<file path="src/rtl/layer_compositor.sv">
`default_nettype none
// ============================================================================
// Module   : layer_compositor
// Purpose  : Priority compositor for NUM_LAYERS pre-rendered 12-bit layers in
//            the 65 MHz pixel domain. Adds an internal boot progress bar and a
//            status FSM (BOOT/RUN/PAUSE/ERROR) that switches layer masks and
//            PAUSE dimming on frame boundaries only. Two-stage pipeline.
// Ports    : clk_65mhz, reset_n (async, active-low)
//            hcount[10:0], vcount[9:0], at_display_area   - pixel position
//            system_status[2:0]  0=pause 1=run 2=error 3=boot
//            layer_pixel[12*NUM_LAYERS-1:0], layer_valid[NUM_LAYERS-1:0]
//            r_out/g_out/b_out[3:0]  registered composited colour
//            progress_width[10:0], boot_done
// Options  : COMPOSITOR_BLINK_EN - blink layer ERR_LAYER in ERROR every
//            BLINK_FRAMES frames (default build: steady ERROR_MASK).
// Revision : 1.0 - initial release
// ============================================================================
module layer_compositor #(
  parameter int                    NUM_LAYERS   = 4,
  parameter logic [11:0]           BG_COLOR     = 12'h000,
  parameter logic [NUM_LAYERS-1:0] RUN_MASK     = 4'b1111,
  parameter logic [NUM_LAYERS-1:0] PAUSE_MASK   = 4'b1111,
  parameter logic [NUM_LAYERS-1:0] ERROR_MASK   = 4'b1110,
  parameter int                    BOOT_TICKS   = 262144,
  parameter int                    PB_MAX       = 1024,
  parameter int                    PB_Y         = 374,
  parameter int                    ERR_LAYER    = 1,
  parameter int                    BLINK_FRAMES = 32
) (
  input  logic                         clk_65mhz,
  input  logic                         reset_n,
  input  logic [10:0]                  hcount,
  input  logic [9:0]                   vcount,
  input  logic                         at_display_area,
  input  logic [2:0]                   system_status,
  input  logic [12*NUM_LAYERS-1:0]     layer_pixel,
  input  logic [NUM_LAYERS-1:0]        layer_valid,
  output logic [3:0]                   r_out,
  output logic [3:0]                   g_out,
  output logic [3:0]                   b_out,
  output logic [10:0]                  progress_width,
  output logic                         boot_done
);

  localparam int          c_tick_w     = (BOOT_TICKS > 1) ? $clog2(BOOT_TICKS) : 1;
  localparam logic [c_tick_w-1:0] c_tick_last = c_tick_w'(BOOT_TICKS - 1);
  localparam logic [10:0] c_pb_max     = 11'(PB_MAX);
  localparam logic [9:0]  c_pb_y       = 10'(PB_Y);
  localparam logic [9:0]  c_pb_y_end   = 10'(PB_Y + 20);
  localparam logic [11:0] c_bar_color  = 12'hFFF;

  typedef enum logic [1:0] {
    ST_BOOT  = 2'd0,
    ST_RUN   = 2'd1,
    ST_PAUSE = 2'd2,
    ST_ERROR = 2'd3
  } state_t;

  state_t                r_state;
  state_t                w_state_next;
  logic                  w_frame_start;
  logic                  w_enter_boot;
  logic [c_tick_w-1:0]   r_tick;
  logic                  w_blink_hide;
  logic [NUM_LAYERS-1:0] w_mask;
  logic [11:0]           w_sel_color;
  logic [11:0]           w_s1_color;
  logic [10:0]           w_bar_width;
  logic                  w_in_bar;
  logic [11:0]           r_s1_color;
  logic                  r_s1_de;
  logic                  r_s1_dim;

  assign w_frame_start = (hcount == 11'd0) && (vcount == 10'd0);
  assign w_enter_boot  = (w_state_next == ST_BOOT) && (r_state != ST_BOOT);

  // --------------------------------------------------------------------------
  // Status FSM: state register
  // --------------------------------------------------------------------------
  always_ff @(posedge clk_65mhz or negedge reset_n) begin
    if (!reset_n) begin
      r_state <= ST_BOOT;
    end else begin
      r_state <= w_state_next;
    end
  end

  // Next state; only the frame-boundary cycle may change it.
  always_comb begin
    w_state_next = r_state;
    if (w_frame_start) begin
      if (r_state == ST_BOOT) begin
        if (boot_done) begin
          case (system_status)
            3'd0:    w_state_next = ST_PAUSE;
            3'd1:    w_state_next = ST_RUN;
            3'd2:    w_state_next = ST_ERROR;
            default: w_state_next = r_state;
          endcase
        end
      end else begin
        case (system_status)
          3'd0:    w_state_next = ST_PAUSE;
          3'd1:    w_state_next = ST_RUN;
          3'd2:    w_state_next = ST_ERROR;
          3'd3:    w_state_next = ST_BOOT;
          default: w_state_next = r_state;
        endcase
      end
    end
  end

  // --------------------------------------------------------------------------
  // Boot progress bar: tick prescaler, saturating width, done flag
  // --------------------------------------------------------------------------
  always_ff @(posedge clk_65mhz or negedge reset_n) begin
    if (!reset_n) begin
      r_tick         <= '0;
      progress_width <= 11'd0;
      boot_done      <= 1'b0;
    end else if (w_enter_boot) begin
      r_tick         <= '0;
      progress_width <= 11'd0;
      boot_done      <= 1'b0;
    end else if (r_state == ST_BOOT) begin
      if (r_tick == c_tick_last) begin
        r_tick <= '0;
        if (progress_width < c_pb_max) begin
          progress_width <= progress_width + 11'd1;
        end
      end else begin
        r_tick <= r_tick + c_tick_w'(1);
      end
      // Registered compare gives the one-cycle lag after saturation.
      boot_done <= (progress_width == c_pb_max);
    end
  end

`ifdef COMPOSITOR_BLINK_EN
  // --------------------------------------------------------------------------
  // ERROR blink: frame counter toggles the visible phase of ERR_LAYER
  // --------------------------------------------------------------------------
  localparam int c_blink_w = (BLINK_FRAMES > 1) ? $clog2(BLINK_FRAMES) : 1;
  localparam logic [c_blink_w-1:0] c_blink_last = c_blink_w'(BLINK_FRAMES - 1);

  logic                 r_blink_visible;
  logic                 w_blink_visible_next;
  logic [c_blink_w-1:0] r_frame_cnt;
  logic [c_blink_w-1:0] w_frame_cnt_next;

  always_comb begin
    w_blink_visible_next = r_blink_visible;
    w_frame_cnt_next     = r_frame_cnt;
    if ((w_state_next == ST_ERROR) && (r_state != ST_ERROR)) begin
      w_blink_visible_next = 1'b1;
      w_frame_cnt_next     = '0;
    end else if (w_frame_start && (r_state == ST_ERROR)) begin
      if (r_frame_cnt == c_blink_last) begin
        w_frame_cnt_next     = '0;
        w_blink_visible_next = ~r_blink_visible;
      end else begin
        w_frame_cnt_next = r_frame_cnt + c_blink_w'(1);
      end
    end
  end

  always_ff @(posedge clk_65mhz or negedge reset_n) begin
    if (!reset_n) begin
      r_blink_visible <= 1'b1;
      r_frame_cnt     <= '0;
    end else begin
      r_blink_visible <= w_blink_visible_next;
      r_frame_cnt     <= w_frame_cnt_next;
    end
  end

  // Next-state values so the boundary pixel already sees the new phase.
  assign w_blink_hide = (w_state_next == ST_ERROR) && !w_blink_visible_next;
`else
  assign w_blink_hide = 1'b0;
`endif

  // --------------------------------------------------------------------------
  // Stage 1: mask + priority select. Uses the next state so that a status
  // change on the boundary cycle applies to that boundary pixel.
  // --------------------------------------------------------------------------
  always_comb begin
    case (w_state_next)
      ST_RUN:   w_mask = RUN_MASK;
      ST_PAUSE: w_mask = PAUSE_MASK;
      ST_ERROR: w_mask = ERROR_MASK;
      default:  w_mask = '0;
    endcase
    for (int i = 0; i < NUM_LAYERS; i++) begin
      if ((i == ERR_LAYER) && w_blink_hide) begin
        w_mask[i] = 1'b0;
      end
    end
  end

  // Walk from lowest priority up so the lowest valid index wins.
  always_comb begin
    w_sel_color = BG_COLOR;
    for (int i = NUM_LAYERS - 1; i >= 0; i--) begin
      if (layer_valid[i] && w_mask[i]) begin
        w_sel_color = layer_pixel[12*i +: 12];
      end
    end
  end

  // On BOOT entry the width register clears one cycle late; hide it here.
  assign w_bar_width = w_enter_boot ? 11'd0 : progress_width;
  assign w_in_bar    = (vcount >= c_pb_y) && (vcount < c_pb_y_end) &&
                       (hcount < w_bar_width);
  assign w_s1_color  = (w_state_next == ST_BOOT) ?
                       (w_in_bar ? c_bar_color : BG_COLOR) : w_sel_color;

  always_ff @(posedge clk_65mhz or negedge reset_n) begin
    if (!reset_n) begin
      r_s1_color <= 12'h000;
      r_s1_de    <= 1'b0;
      r_s1_dim   <= 1'b0;
    end else begin
      r_s1_color <= w_s1_color;
      r_s1_de    <= at_display_area;
      r_s1_dim   <= (w_state_next == ST_PAUSE);
    end
  end

  // --------------------------------------------------------------------------
  // Stage 2: PAUSE dimming and display-area blanking
  // --------------------------------------------------------------------------
  always_ff @(posedge clk_65mhz or negedge reset_n) begin
    if (!reset_n) begin
      r_out <= 4'h0;
      g_out <= 4'h0;
      b_out <= 4'h0;
    end else if (!r_s1_de) begin
      r_out <= 4'h0;
      g_out <= 4'h0;
      b_out <= 4'h0;
    end else if (r_s1_dim) begin
      r_out <= {1'b0, r_s1_color[11:9]};
      g_out <= {1'b0, r_s1_color[7:5]};
      b_out <= {1'b0, r_s1_color[3:1]};
    end else begin
      r_out <= r_s1_color[11:8];
      g_out <= r_s1_color[7:4];
      b_out <= r_s1_color[3:0];
    end
  end

endmodule
`default_nettype wire

</file>
<file path="config.mk">
export PLATFORM = sky130hd
export DESIGN_NAME = layer_compositor
export DESIGN_NICKNAME = d
export VERILOG_FILES = /design/src/rtl/layer_compositor.sv
export SDC_FILE = /design/constraint.sdc
export NUM_CORES = 1
export LEC_CHECK = 0
export CORE_ASPECT_RATIO = 0.8
export CORE_MARGIN = 2
export CORE_UTILIZATION = 35
export DETAILED_ROUTE_END_ITERATION = 8
export GPL_TIMING_DRIVEN = 0
export HOLD_SLACK_MARGIN = 0.1
export SLEW_MARGIN = 10
export SYNTH_ARGS = -nofsm -noshare
export SYNTH_HDL_FRONTEND = slang
export SYNTH_SLANG_ARGS = --single-unit
</file>
<file path="constraint.sdc">
create_clock -name clk_65mhz -period 3.9 [get_ports clk_65mhz]
set_clock_uncertainty 0.2 [all_clocks]
set_input_delay 0.78 -clock clk_65mhz [delete_from_list [all_inputs] [get_ports clk_65mhz]]
set_output_delay 0.78 -clock clk_65mhz [all_outputs]
set_load 0.005 [all_outputs]
</file>
==> summary.txt, run 1 <==
Logic synthesis
  • Mapped cell area: around 0.0034 mm^2
  • Yosys warns: 0
  • Ys async rst share: 100.0%
  • Synthesized instance count: approximately 350
  • Sequential area share after synthesis: a little over two fifths
  • Number of synthesized flops with an enable pin: 0
  • Post-Syn Nets: ~450
  • Top_reg_cell synth: dfrtp_1
  • Leading area contributor after synthesis: dfrtp_1
  • Yosys top cell area share: 42.11%
  • Yosys reg bits: 58
  • Syn Area/Cell: ~9.8 um^2
  • Cell variety after synth: 57
  • Ranking of synthesized cells by area: dfrtp_1 42%, mux2i_1 5.8%, ha_1 5.4%

Place
  • Routability cong.: approximately 0.78
  • Cell Area, Placed: approximately 0.0046 mm^2
  • Dpl hpwl: between 7000 and 8000 um
  • Port Buf Inserts: 102

Clock tree
  • H-tree depth: 3
  • Clock slew at reported path FFs: about 50 ps
  • Sink Count: 58
  • # hold bufs at CTS: 0
  • CTS Buffer Depth: 2
  • CTS tree: done
  • Clk_lat worst skew: 330 ps
  • Num CTS Buffers: 9
  • Clock root buffer: clkbuf_16

STA
  • Slew headroom: between 40% and 50%
  • Period Utilization, post-route: 98.26%
  • Final Hold Fails: 0
  • Peak Freq: between 200 and 300 MHz
  • Setup_tns: 0 ps
  • Fin Hold WS: around 280 ps
  • Final worst path period need: between 3000 and 4000 ps
  • Worst Tran Pin Value: approximately 760 ps
  • Slew Viols, Final: 0
  • # setup viols final: 0

Route
  • Residual DRC: 0
  • Initial DRC Count: around 140
  • Met2 wire len: 4746 um
  • Wire length on met1: 4740 um
  • Drt pass-1 iters: 4
  • Top sig layer: met4
  • DR WL/cell: between 15 and 20 um
  • Routed length on met3: 531 um
  • Avg Vias per Cell: around 5.4
  • Drt total wl: just over 10000 um
  • Routed Antenna Nets: 0
  • DR vias: 3308

Power and ir drop
  • Power Density: approximately 290 mW/mm^2
  • Leak Pwr: roughly 2.4 nW
  • Maximum vdd drop: approximately 0.00015 V
  • Total power: between 0.0015 and 0.002 W

Hold path
  • Hold Path Stages: 1
  • Hold WC Path Type: reg -> reg
  • Hold Startpoint: r_s1_color[7]

Die
  • Die height: around 90 um
  • Starting Density: 35.87%
  • Die area: about 0.011 mm^2
  • Core footprint: ~0.0096 mm^2
  • Die width: between 100 and 150 um
  • # rows: 32
  • IO Count: ~100

Layout
  • Share of layout cells above drive strength 1: 19.22%
  • Antenna cell count: 0
  • Util after Layout: between 50% and 60%
  • Finished Cell Area: between 0.005 and 0.006 mm^2
  • Area Overhead vs Synth: 58.29%
  • # nets final: 578

Global route
  • Gr usage total: around 19%
  • Vias in the first global route: around 3200
  • First-pass GRT wire length: around 16000 um
  • Initial antenna violation count: 0
  • Largest net degree at the start of global routing: slightly below 60
  • Gr ovfl total: 0

Critical path
  • CP bufs+invs: 5
  • Crit-path max FO: 5
  • CP max-delay cell: clkdlybuf4s50_1
  • Worst Path Required: 3880 ps
  • CP endpoint kind: flip-flop
  • R2R depth: 16
  • CP Launch Type: input port
  • CP Launch Point: vcount[4]
  • Max incr delay on CP: ~460 ps
  • Top cell by count, worst path: buf_6
  • Top Family by Delay on Critical Path: buffers and inverters
  • Crit path depth: 16
  • Data arrival, critical path: ~3800 ps
  • Cell breakdown of the critical path: clkdlybuf4s50_1 -> nor2_1 -> nand4_1 -> buf_6 -> nor3_4 -> o2bb2ai_2 -> ha_2 -> buf_6 -> o21ai_4 -> buf_8 -> nand2_2 -> ha_4 -> nand4_1 -> a211oi_4 -> buf_6 -> o22ai_2
  • Worst r2r src: r_state[0]
  • CP Class: in -> reg

Run status
  • Status: finished, final reports clean

Run
  • Max-cap violations: 0
==> layer usage <==
layer	global-route usage, %	vias to the layer above
met1	27.47	1600
li1	-	1597
met2	28.97	95
met4	6.124	0
met5	0	-
met3	5.236	16
==> kinds of logic after synthesis <==
logic type	share of synthesized area, %
multiplexers	6.134
AO/OA/AOI/OAI	18.80
adder cells (fa/ha/maj)	5.445
buffers and inverters	4.356
XOR/XNOR	1.779
AND/OR/NAND/NOR	21.38
flip-flops	42.11
==> placed cells by master (no fill, tap or decap), types with 3 or more instances in the layout <==
| cell | netlist | routed |
|---|---|---|
| nand2_2 | 0 | 7 |
| a221o_1 | 11 | 11 |
| or4_1 | 5 | 5 |
| nor4_2 | 1 | 6 |
| dlymetal6s2s_1 | 0 | 10 |
| nand2_1 | 28 | 18 |
| ha_1 | 15 | 5 |
| inv_1 | 17 | 17 |
| o22ai_2 | 0 | 6 |
| a21oi_1 | 25 | 24 |
| dlygate4sd2_1 | 0 | 5 |
| o22ai_1 | 12 | 5 |
| clkbuf_1 | 12 | 12 |
| nand2_4 | 0 | 3 |
| nand4_1 | 12 | 12 |
| ha_4 | 0 | 9 |
| buf_6 | 1 | 10 |
| nor4_1 | 8 | 3 |
| nor2_1 | 14 | 13 |
| xnor2_1 | 5 | 5 |
| or3_1 | 3 | 3 |
| and2_1 | 5 | 5 |
| clkdlybuf4s50_1 | 0 | 86 |
| dfrtp_1 | 58 | 58 |
| o31ai_1 | 6 | 6 |
| nor2b_1 | 11 | 11 |
| mux2i_1 | 20 | 20 |
| o21ai_0 | 8 | 8 |
| buf_4 | 0 | 13 |
| a22oi_1 | 12 | 12 |
| nor3_1 | 4 | 3 |
| buf_2 | 6 | 4 |
| nand3_1 | 8 | 8 |
| and3_1 | 5 | 5 |
| clkbuf_16 | 0 | 9 |
==> registers in the layout, summed over array words and instances (netlist names) <==
name,count
r_out,4
b_out,4
r_s1_dim,1
boot_done,1
r_s1_de,1
r_tick,18
g_out,4
r_s1_color,12
r_state,2
progress_width,11
==> cells in the mapped netlist (2+ instances only) <==
master      n
nor3_1      4
a221o_1    11
xor2_1      2
a21o_1      2
nor4_1      8
and2_1      5
nor4b_1     2
and3_1      5
and4_1      2
nand3_1     8
ha_1       15
nor2b_1    11
xnor2_1     5
inv_1      17
o21ai_0     8
nand2_1    28
a31oi_1     2
or4_1       5
a21oi_1    25
mux2i_1    20
o22ai_1    12
nand4bb_1   2
a22oi_1    12
buf_2       6
o2bb2ai_1   2
nand4_1    12
clkbuf_1   12
nand4b_1    2
or3_1       3
dfrtp_1    58
o31ai_1     6
nor2_1     14
nand2b_1    2
==> metrics by stage <==
step | std cells | setup slack [ps]
after floorplan | 352 | 50.39
after global placement | 573 | -1103
after detailed placement | 573 | -1188
after CTS | 598 | -0.7545
after global routing | 608 | -53.99
final | 608 | 67.73
==> layout make-up <==
cell class                 instances  area, um^2
clock inverter                     5       78.83
inverter                          17       63.81
tap                              119       148.9
fill                             827        4153
buffer                            19       121.4
multi-input combinational        258        2153
sequential                        58        1451
timing repair buffer             121        1206
clock buffer                      11       232.7
==> worst reg2reg max path, cell delays in order (launching register included) <==
cell and delay (ps):
dfrtp_1 350, buf_2 180, or2_2 340, nor2_1 100, nor2_1 60, mux2i_1 170
ha_2 210, buf_6 100, o21ai_4 80, buf_8 150, nand2_4 90, ha_4 210
a41o_1 250, a21oi_2 180, o2111ai_4 180, buf_8 190, o22ai_2 160
==> timing repair <==
action | CTS | global route
pin swaps | 11 | 19
resized for setup | 41 | 44
cloned | 3 | 0
endpoints found under the setup margin | 12 | 12
buffers inserted | 6 | 10
==> worst paths after layout <==
kind,end,slack [ps]
max,r_s1_color[4],70
min,g_out[3],280
max reg2reg,r_s1_color[6],620
min reg2reg,g_out[3],280
max in group asynchronous,progress_width[4],2670
min in group asynchronous,g_out[1],330
==> power breakdown <==
| part | switching (W) | internal [W] | total (W) |
|---|---|---|---|
| Combinational | 0.0000672 | 0.0000980 | 0.000165 |
| Sequential | 0.00000330 | 0.000606 | 0.000609 |
| Clock | 0.000272 | 0.000558 | 0.000829 |
No activity file was read; power rests on OpenSTA's default activity.
==> run 2: changes to the inputs <==
PLACE_DENSITY = 0.62   (was not set)
==> summary.txt, run 2 (synthesis gave the netlist of run 1 again) <==
Run status
  • Status: finished, final reports clean

Layout
  • # nets final: 572 (-1.0%)
  • Most frequent cells in the layout: 90 x clkdlybuf4s50_1, 58 x dfrtp_1, 24 x a21oi_1
  • Util after Layout: 54.57% (-2.2 points)
  • Antenna cell count: 0 (unchanged)
  • Area Overhead vs Synth: 52.12%
  • Biggest regs: r_tick x18, r_s1_color x12, progress_width x11
  • Most common cell after layout, fill and taps aside: clkdlybuf4s50_1
  • Finished Cell Area: 0.005244 mm^2 (-3.9%)
  • Share of layout cells above drive strength 1: 16.36% (-2.9 points)
  • Largest register FFs: 18 (unchanged)
  • Biggest register: r_tick

Power and ir drop
  • Leak Pwr: 2.288 nW (-3.3%)
  • Power Density: 284.8 mW/mm^2 (-3.1%)
  • Maximum vdd drop: 0.0001795 V (+18%)
  • Total power: 0.001493 W (-6.9%)

Place
  • Dpl hpwl: 6950 um (-2.6%)
  • Port Buf Inserts: 102 (unchanged)
  • Cell Area, Placed: 0.004614 mm^2 (unchanged)
  • DP Worst Slack: -1116 ps (+72.36 ps)
  • Routability cong.: 0.8119 (+4.7%)

STA
  • Setup_tns: 0 ps (unchanged)
  • Fin worst setup slack: 68.69 ps (+0.9579 ps)
  • Final Hold Fails: 0 (unchanged)
  • Final worst path period need: 3831 ps (-0.9579 ps)
  • Peak Freq: 261.0 MHz (about the same)
  • Slew headroom: 51.15% (+2.0 points)
  • Period Utilization, post-route: 98.24% (about the same)
  • # setup viols final: 0 (unchanged)
  • Worst Tran Pin Value: 732.8 ps (-29.76 ps)
  • Slew Viols, Final: 0 (unchanged)

Route
  • Drt pass-1 iters: 4 (unchanged)
  • Avg Vias per Cell: 5.395 (-0.84%)
  • Routed Antenna Nets: 0 (unchanged)
  • Initial DRC Count: 136 (-2.2%)
  • DR WL/cell: 16.06 um (-4.4%)
  • DR vias: 3248 (-1.8%)
  • Residual DRC: 0 (unchanged)
  • Drt total wl: 9669 um (-5.4%)

Hold path
  • Hold WC Path Type: reg -> reg
  • Hold Path Stages: 1 (unchanged)

Die
  • Starting Density: 35.87% (unchanged)
  • IO Count: 103 (unchanged)
  • Die width: 115.0 um (unchanged)
  • # rows: 32 (unchanged)
  • Die area: 0.01066 mm^2 (unchanged)
  • Core footprint: 0.009609 mm^2 (unchanged)
  • Die height: 92.77 um (unchanged)

Global route
  • Initial antenna violation count: 0 (unchanged)
  • Gr usage total: 18.08% (-1.4 points)
  • Vias in the first global route: 3136 (-3.2%)
  • Largest net degree at the start of global routing: 59 (unchanged)
  • Gr ovfl total: 0 (unchanged)
  • First-pass GRT wire length: 15200 um (-5.8%)

Critical path
  • Worst Path Required: 3870 ps (about the same)
  • CP Launch Point: vcount[0]
  • Worst r2r src: r_state[0]
  • CP endpoint kind: flip-flop
  • CP Class: in -> reg
  • CP Launch Type: input port
  • R2R depth: 16 (unchanged)
  • Crit-path max FO: 5 (unchanged)
  • Data arrival, critical path: 3810 ps (about the same)
  • Worst Setup EP: r_s1_color[3]
  • Worst reg2reg path endpoint: r_s1_color[3]
  • Reg2Reg Setup Slack: 650 ps (+30 ps)

Run
  • Max-cap violations: 0 (unchanged)

Clock tree
  • CTS Buffer Depth: 2 (unchanged)
  • Num CTS Buffers: 9 (unchanged)
  • Clock root buffer: clkbuf_16
  • Clk_lat worst skew: 320 ps (about the same)
  • Clock slew at reported path FFs: 50 ps (about the same)
  • H-tree depth: 3 (unchanged)
  • CTS tree: done
  • Sink Count: 58 (unchanged)
[run 2: changes by cell type in the layout (fill, tap and decap cells not counted), moves of 3 or more]
cell,previous run,this run
nand2_1,18,22
clkdlybuf4s50_1,86,90
nand2_4,3,0
buf_6,10,6
ha_4,9,4
ha_1,5,10
[run 2: through the flow]
step / hold WS [ps] / std cells
floorplan: 253.3 / 352
global placement: 262.3 / 573
detailed placement: 266.0 / 573
CTS: 280.6 / 597
global route: 298.0 / 602
finish: 276.2 / 602
[run 2: cell type report]
| type | count | area [um^2] |
|---|---|---|
| plain buffers | 19 | 120.1 |
| clock buffers | 10 | 239.0 |
| clock inverters | 6 | 42.54 |
| fillers | 834 | 4365 |
| inverters | 17 | 63.81 |
| multi-input cells | 258 | 2034 |
| flip-flops and latches | 58 | 1451 |
| well taps | 119 | 148.9 |
| repair buffers | 115 | 1144 |
[run 2: metal layers]
| layer | vias to the layer above | GRT usage [%] | routed length [um] |
|---|---|---|---|
| met5 | - | 0 | 0 |
| met3 | 20 | 5.039 | 522 |
| met4 | 0 | 7.430 | 210 |
| met1 | 1547 | 25.22 | 4574 |
| met2 | 96 | 26.32 | 4362 |
| li1 | 1585 | - | - |
[run 2: timing repair]
item | in CTS | in global routing
buffers inserted | 6 | 4
pin swaps | 8 | 14
endpoints found under the hold margin | 0 | 0
cloned | 2 | 1
setup endpoints to repair | 12 | 15
hold buffers | 0 | 0
resized for setup | 31 | 29
[run 2: worst max-delay path, cell delays in order]
cell,delay [ps]
clkdlybuf4s50_1,390
nor4_1,220
nand4_1,140
buf_6,160
nor3_4,180
o2bb2ai_2,90
ha_2,170
buf_6,120
o21ai_4,90
buf_8,160
nand2_1,130
ha_4,320
nand4_1,220
a211oi_4,360
buf_6,180
o22ai_2,90
[run 2: worst min-delay path by stage]
stage,startpoint,end,slack (ps)
final,r_s1_color[3],b_out[3],280
after global routing,r_s1_color[7],g_out[3],300
after CTS,r_s1_color[3],b_out[3],280
after detailed placement,r_s1_color[3],b_out[3],270
after global placement,r_s1_color[7],g_out[3],260
after floorplan,r_s1_color[3],b_out[3],250
[run 2: power by group]
| part | internal [W] | switching, W | total, W | leakage (nW) |
|---|---|---|---|---|
| sequential | 0.000606 | 0.00000336 | 0.000609 | 0.736 |
| clock | 0.000446 | 0.000279 | 0.000725 | 0.134 |
| combinational | 0.0000958 | 0.0000634 | 0.000159 | 1.42 |
==> run 3: changes to the inputs <==
ABC_CLOCK_PERIOD_IN_PS = 3900   (was not set)
CELL_PAD_IN_SITES_DETAIL_PLACEMENT = 1   (was not set)
CELL_PAD_IN_SITES_GLOBAL_PLACEMENT = 1   (was not set)
PLACE_DENSITY = 0.79   (was 0.62)
REMOVE_ABC_BUFFERS = 1   (was not set)
==> summary.txt, run 3 (synthesis gave the netlist of run 1 again) <==
Run status
  • Status: finished, final reports clean

Clock tree
  • Sink Count: 58 (unchanged)
  • Num CTS Buffers: 9 (unchanged)
  • H-tree depth: 3 (unchanged)
  • CTS Buffer Depth: 2 (unchanged)
  • CTS tree: done
  • Clock slew at reported path FFs: 50 ps (about the same)
  • Clk_lat worst skew: 330 ps (about the same)
  • Clock root buffer: clkbuf_16
  • # hold bufs at CTS: 0 (unchanged)

STA
  • Final Hold Fails: 0 (unchanged)
  • Setup_tns: 0 ps (unchanged)
  • Peak Freq: 264.1 MHz (+1.2%)
  • Worst Tran Pin Value: 1061 ps (+328.2 ps)
  • Slew Viols, Final: 0 (unchanged)
  • Slew headroom: 28.84% (-22 points)
  • Final worst path period need: 3787 ps (-44.77 ps)
  • Period Utilization, post-route: 97.09% (-1.1 points)
  • Fin worst setup slack: 113.5 ps (+44.77 ps)
  • # setup viols final: 0 (unchanged)

Power and ir drop
  • P_sw: 0.0003331 W (-3.7%)
  • Power Density: 297.7 mW/mm^2 (+4.5%)
  • Leak Pwr: 2.365 nW (+3.4%)
  • Cell Int Power: 0.001243 W (+8.3%)
  • Sw frac: 21.14% (-2.0 points)
  • Gate power share: 10.3% (-0.4 points)
  • Maximum vdd drop: 0.0002301 V (+28%)
  • Reg power frac: 38.7% (-2.1 points)
  • Total power: 0.001576 W (+5.5%)
  • Clock share of power: 51.0% (+2.4 points)

Route
  • Drt pass-1 iters: 4 (unchanged)
  • Routed Antenna Nets: 0 (unchanged)
  • Residual DRC: 0 (unchanged)
  • Initial DRC Count: 126 (-7.4%)
  • Avg Vias per Cell: 5.793 (+7.4%)
  • DR WL/cell: 20.82 um (+30%)
  • Drt total wl: 12180 um (+26%)
  • DR vias: 3389 (+4.3%)

Global route
  • Initial antenna violation count: 0 (unchanged)
  • Gr ovfl total: 0 (unchanged)
  • Vias in the first global route: 3644 (+16%)
  • Gr usage total: 22.32% (+4.2 points)
  • Largest net degree at the start of global routing: 59 (unchanged)
  • First-pass GRT wire length: 18460 um (+21%)

Die
  • Die area: 0.01066 mm^2 (unchanged)
  • Die height: 92.77 um (unchanged)
  • IO Count: 103 (unchanged)
  • # rows: 32 (unchanged)
  • Core footprint: 0.009609 mm^2 (unchanged)
  • Die width: 115.0 um (unchanged)
  • Starting Density: 35.87% (unchanged)

Layout
  • Area Overhead vs Synth: 53.58%
  • Final cell count without fillers: 585 (-2.8%)
  • Share of layout cells above drive strength 1: 15.45% (-0.91 points)
  • Largest register FFs: 18 (unchanged)
  • Most common cell after layout, fill and taps aside: clkdlybuf4s50_1
  • Biggest register: r_tick
  • Filler instances: 1031 (+24%)
  • # nets final: 556 (-2.8%)
  • Antenna cell count: 0 (unchanged)
  • Util after Layout: 55.09% (+0.52 points)
  • Biggest regs: r_tick x18, r_s1_color x12, progress_width x11
  • Most frequent cells in the layout: 81 x clkdlybuf4s50_1, 58 x dfrtp_1, 24 x nand2_1

Place
  • Routability cong.: 0.8322 (+2.5%)
  • DP Worst Slack: -1586 ps (-470.8 ps)
  • Port Buf Inserts: 102 (unchanged)
  • Dpl hpwl: 7840 um (+13%)
  • Placed cells: 554 (-3.3%)

Critical path
  • CP Class: in -> reg
  • CP max-delay cell: nor4_2
  • CP bufs+invs: 2 (-3)
  • CP Launch Type: input port
  • Top cell by count, worst path: ha_4
  • Cell breakdown of the critical path: dlymetal6s2s_1 -> nor4_2 -> nand4_1 -> nor2_4 -> mux2i_4 -> ha_4 -> o21ai_4 -> buf_6 -> nand2_4 -> ha_4 -> a41o_1 -> a21oi_4 -> o2111ai_4 -> o22ai_2
  • Crit-path max FO: 7 (+2)
  • CP endpoint kind: flip-flop
  • Max incr delay on CP: 310 ps (-80 ps)
  • Data arrival, critical path: 3820 ps (about the same)
  • Top Family by Delay on Critical Path: compound AO/OA/AOI/OAI gates
  • Worst Path Required: 3930 ps (+60 ps)

Hold path
  • Hold WC Path Type: reg -> reg

Run
  • Max-cap violations: 0 (unchanged)
[run 3: changes by cell type in the layout (fill, tap and decap cells not counted), moves of 2 or more]
cell	delta
buf_6	-4
nand2_2	-3
clkbuf_1	-9
clkinv_4	-2
clkinvlp_4	-2
dlygate4sd2_1	-3
buf_4	+2
clkdlybuf4s50_1	-9
dlymetal6s2s_1	+12
buf_2	-4
nand2_1	+2
[run 3: power groups by stage]
stage / logic (W) / clock network (W) / registers [W]
floorplan: 0.0000385 / 0 / 0.000619
global placement: 0.000146 / 0 / 0.000619
detailed placement: 0.000150 / 0 / 0.000619
CTS: 0.000158 / 0.000810 / 0.000610
global route: 0.000176 / 0.000835 / 0.000610
finish: 0.000163 / 0.000803 / 0.000610
[run 3: final timing paths]
path | from | endpoint | slack (ps) | depth (start not counted)
setup reg to reg | r_state[1] | r_s1_color[10] | 320 | 13
max in group asynchronous | reset_n | b_out[2] | 2700 | 1
hold reg to reg | r_s1_color[3] | b_out[3] | 280 | 1
setup / recovery | hcount[7] | r_s1_color[10] | 110 | 14
hold / removal | r_s1_color[3] | b_out[3] | 280 | 1
min in group asynchronous | reset_n | r_s1_color[0] | 310 | 1
[run 3: stage by stage]
step	area, um^2	hold WS [ps]
after floorplan	3361	253.3
after global placement	4531	268.3
after detailed placement	4528	277.4
after CTS	5094	285.6
after global routing	5294	311.7
final	5294	281.6
[run 3: metal layers]
metal / vias to the layer above / part of all wire [%] / global-route usage [%]
met5: - / 0 / 0
met4: 0 / 1.6 / 7.831
met3: 16 / 5.4 / 4.712
met2: 125 / 51 / 37.75
met1: 1691 / 42 / 28.18
li1: 1557 / - / -
[run 3: area by class of cell]
type                    count  area, um^2  share of cell area [%]
multi-input cells         259        2123                   40.11
clock buffers              13       270.3                   5.105
flip-flops and latches     58        1451                   27.42
clock inverters             2       35.03                  0.6618
well taps                 119       148.9                   2.813
inverters                  17       63.81                   1.205
repair buffers            117        1201                   22.69
[run 3: what timing repair did]
action | 4_1_cts | 5_1_grt
hold endpoints to repair | 0 | 0
setup endpoints to repair | 19 | 19
pin swaps | 9 | 18
resized for setup | 25 | 38
setup buffers | 11 | 4
gates cloned | 1 | 0
[run 3: worst reg2reg max path, delay by kind of cell (launching register included)]
| kind | cells | cell delay (ps) |
|---|---|---|
| AND/OR/NAND/NOR | 5 | 880 |
| AO/OA/AOI/OAI | 3 | 660 |
| flip-flops | 1 | 650 |
| adder cells (fa/ha/maj) | 2 | 530 |
| buffers and inverters | 2 | 370 |
| multiplexers | 1 | 130 |
==> variant 1: new RTL, settings of run 3 <==
`BOOT_TICKS`: 262144 -> 65536.
--- a/src/rtl/layer_compositor.sv
+++ b/src/rtl/layer_compositor.sv
@@ -22,5 +22,5 @@
   parameter logic [NUM_LAYERS-1:0] PAUSE_MASK   = 4'b1111,
   parameter logic [NUM_LAYERS-1:0] ERROR_MASK   = 4'b1110,
-  parameter int                    BOOT_TICKS   = 262144,
+  parameter int                    BOOT_TICKS   = 65536,
   parameter int                    PB_MAX       = 1024,
   parameter int                    PB_Y         = 374,
Behaviour: same outputs for any inputs over 10 cycles, from zero or initial values and one cycle with reset_n low; that may be too few to reach the edited logic, so the function may still have changed.
==> variant 1 against run 3 <==
- cell area grew 0.59%
- area after synthesis increased by 1.0%
- total power decreased by 23%
- via count grew 3.2%
- count of clock-buffer cells in the layout shrank 8
- largest cell class unchanged
- largest power group is now sequential cells
- routed wire length increased by 7.0%
- setup slack lost 0.033 ns
- non-clock buffer count rose by 9
- sequential cell count down 2
==> variant 1: results (changes against run 3) <==
{| class="wikitable"
! Metric !! Value
|-
| Outcome || finished clean (unchanged)
|-
| R2R setup slack || 0.16 ns (was 0.32 ns)
|-
| Min cycle time layout || 3.82 ns (was 3.79 ns)
|-
| Placed wire-length estimate || 8.42 mm (was 7.84 mm)
|-
| Clk_lat worst skew || 0.30 ns (was 0.33 ns)
|-
| Leak Pwr || 2.16 nW (was 2.37 nW)
|-
| Via density per instance || 5.67 (was 5.79)
|-
| Largest net degree at the start of global routing || 57 (was 59)
|-
| Combinational group share of total power || 13.6% (was 10.3%)
|-
| Placed insts || 583 (was 554)
|-
| TritonCTS buffer count || 5 (was 9)
|-
| Placed cell area || 4600 sq um (was 4530 sq um)
|-
| WHS Endpoint || g_out[3] (was b_out[3])
|-
| Share of final-layout standard cells stronger than drive strength 1 || 18.3% (was 15.5%)
|-
| H-tree levels || 2 (was 3)
|-
| 1st-iter DRT viols || 174 (was 126)
|-
| Count of buffers added by post-CTS timing repair for setup || 14 (was 11)
|-
| Overall Global Routing Usage || 23.5% (was 22.3%)
|-
| Finished Layout Cells || 617 (was 585)
|-
| End of the critical path || r_s1_color[2] (was r_s1_color[10])
|-
| Registers with the most flip-flops || r_tick: 16 flops, r_s1_color: 12 flops, progress_width: 11 flops (was r_tick: 18 flops, r_s1_color: 12 flops, progress_width: 11 flops)
|-
| Post-synthesis area per instance || 9.51 sq um (was 9.79 sq um)
|-
| Initial antenna violation count || 1 (was 0)
|-
| Arrival @ worst endpoint || 3.78 ns (was 3.82 ns)
|-
| Post_cts resized || 46 (was 25)
|-
| Slowest cell delay on critical path || 0.44 ns (was 0.31 ns)
|-
| Met2 Use GR || 39.2% (was 37.7%)
|-
| Placer congestion estimate || 0.857 (was 0.832)
|-
| Worst path slowest cell || a2111oi_4 (was nor4_2)
|-
| Sw Share || 24.4% (was 21.1%)
|-
| Met3 WL || 484 um (was 657 um)
|-
| Met3 Usage GRT || 2.27% (was 4.71%)
|-
| Distinct cell type count after synthesis || 60 (was 57)
|}
==> variant 1: changes by cell type in the layout (fill, tap and decap cells not counted), sizes merged, moves of 5 or more <==
| cell | before | now |
|---|---|---|
| o21ai | 9 | 14 |
| nand3 | 9 | 14 |
| dlymetal6s2s | 20 | 14 |
| nor2 | 14 | 19 |
| a21oi | 25 | 20 |
| buf | 16 | 25 |
==> variant 1: kinds of logic after synthesis <==
logic type               share of synthesized area [%]
flip-flops                                        40.2
buffers and inverters                             4.38
XOR/XNOR                                          1.76
AO/OA/AOI/OAI                                     21.3
adder cells (fa/ha/maj)                           5.39
multiplexers                                      4.92
AND/OR/NAND/NOR                                   22.0
==> variant 1: cell type report <==
class                           instances  area [sq um]  area share (%)
Antenna cell                            1          2.50          0.0470
Tap cell                              136           170            3.20
Inverter                               15          56.3            1.06
Timing Repair Buffer                  126          1250            23.6
Multi-Input combinational cell        275          2290            43.0
Clock inverter                          3          23.8           0.446
Clock buffer                            5           125            2.35
Sequential cell                        56          1400            26.3
==> variant 2: new RTL, config.mk and constraints of run 3 <==
Without the edit above. Put one more register stage on the output `r_out`, cleared by the reset. The value now appears one clock later. The other outputs are not delayed to match. Comments in the files are not updated.
--- a/src/rtl/layer_compositor.sv
+++ b/src/rtl/layer_compositor.sv
@@ -57,4 +57,6 @@
   } state_t;
 
+  logic [3:0] r_s0;
+
   state_t                r_state;
   state_t                w_state_next;
@@ -233,17 +235,17 @@
   always_ff @(posedge clk_65mhz or negedge reset_n) begin
     if (!reset_n) begin
-      r_out <= 4'h0;
+      r_s0 <= 4'h0;
       g_out <= 4'h0;
       b_out <= 4'h0;
     end else if (!r_s1_de) begin
-      r_out <= 4'h0;
+      r_s0 <= 4'h0;
       g_out <= 4'h0;
       b_out <= 4'h0;
     end else if (r_s1_dim) begin
-      r_out <= {1'b0, r_s1_color[11:9]};
+      r_s0 <= {1'b0, r_s1_color[11:9]};
       g_out <= {1'b0, r_s1_color[7:5]};
       b_out <= {1'b0, r_s1_color[3:1]};
     end else begin
-      r_out <= r_s1_color[11:8];
+      r_s0 <= r_s1_color[11:8];
       g_out <= r_s1_color[7:4];
       b_out <= r_s1_color[3:0];
@@ -251,4 +253,12 @@
   end
 
+  always_ff @(posedge clk_65mhz or negedge reset_n) begin
+    if (!reset_n) begin
+      r_out <= '0;
+    end else begin
+      r_out <= r_s0;
+    end
+  end
+
 endmodule
 `default_nettype wire
Function: same outputs for any inputs over 10 cycles, from zero or initial values and one cycle with reset_n low; that may be too few to reach the edited logic, so the function may still have changed.
==> variant 2 against run 3 <==
- global-route usage up 0.20 points
- largest power group unchanged
- final cell count up 6.0%
- cell area up 0.59%
- total power down 1.1%
- area after synthesis up 1.4%
- sequential cell count up 4
- routed wire length about the same
- combinational power down 11%
- setup slack worse by 0.0096 ns
- sequential power up 7.0%
- non-clock buffer count up 2
==> variant 2: results (changes against run 3) <==
{| class="wikitable"
! Metric !! Value
|-
| Post_cts resized || 30 (was 25)
|-
| Worst-case setup slack after placement || -1.78 ns (was -1.59 ns)
|-
| WL met2 || 6.25 mm (was 6.17 mm)
|-
| Buffers, non-clock || 119 (was 117)
|-
| Share of final-layout standard cells stronger than drive strength 1 || 15.7% (was 15.5%)
|-
| Overall Global Routing Usage || 22.5% (was 22.3%)
|-
| 1st-iter DRT viols || 196 (was 126)
|-
| Met3 WL || 606 um (was 657 um)
|-
| Slowest cell delay on critical path || 0.36 ns (was 0.31 ns)
|-
| Most numerous cell types in the synthesized netlist || 62 x dfrtp_1, 35 x nand2_1, 25 x nand3_1 (was 58 x dfrtp_1, 28 x nand2_1, 25 x a21oi_1)
|-
| Post-synthesis area per instance || 9.60 sq um (was 9.79 sq um)
|-
| Count of flip-flops and latches || 62 (was 58)
|-
| Via count of the first global-routing pass || 3614 (was 3644)
|-
| Count of clock buffers in the final design || 9 (was 13)
|-
| Met1 usage in global routing || 29.0% (was 28.2%)
|-
| Worst path slowest cell || nor4_4 (was nor4_2)
|-
| Critical Path Fanout Max || 6 (was 7)
|-
| Post-synthesis mux area share || 4.04% (was 6.13%)
|-
| Compound-cell area share of the yosys netlist || 17.1% (was 18.8%)
|-
| Fin Hold WS || 0.146 ns (was 0.282 ns)
|-
| Distinct cell type count after synthesis || 52 (was 57)
|-
| R2R setup slack || 0.64 ns (was 0.32 ns)
|-
| Fraction of the mapped netlist area in adder cells || 5.73% (was 5.44%)
|-
| Layout non-clock buf frac || 22.3% (was 22.7%)
|-
| Multi-input gate share of total cell area || 39.1% (was 40.1%)
|-
| IR Drop Worst-Case VDD || 173 uV (was 230 uV)
|-
| Share of synthesized area occupied by flip-flops and latches || 44.4% (was 42.1%)
|-
| Wire length of the first global-routing pass || 18.5 mm (about the same)
|-
| Multi-input combinational gate total || 273 (was 259)
|-
| Fill count || 1064 (was 1031)
|-
| WHS Endpoint || r_out[2] (was b_out[3])
|-
| Outcome || finished clean (unchanged)
|-
| Number of cells on the worst hold path || 0 (was 1)
|}
[variant 2: logic make-up (layout without fill, tap and decap cells)]
logic type / after synthesis / count (layout)
multiplexers: 14 / 14
XOR/XNOR: 12 / 12
flip-flops: 62 / 62
buffers and inverters: 30 / 149
AND/OR/NAND/NOR: 144 / 144
adder cells (fa/ha/maj): 16 / 16
AO/OA/AOI/OAI: 86 / 87
[variant 2: how the worst max path moves through the flow]
stage               startpoint        endpoint  slack, ns  depth (start not counted)
finish               hcount[9]  r_s1_color[10]       0.10                         18
global route         hcount[9]  r_s1_color[10]      -0.02                         17
CTS                  hcount[6]   r_s1_color[5]       0.02                         17
detailed placement   hcount[0]  r_s1_color[10]      -1.78                         15
global placement    hcount[10]  r_s1_color[10]      -2.22                         15
floorplan           hcount[10]   r_s1_color[0]      -0.52                         14
[variant 2: where the power goes]
group	switching (W)	internal (W)	total, W
Clock	0.000322	0.000438	0.000761
Combinational	0.0000587	0.0000863	0.000145
Sequential	0.00000460	0.000648	0.000653
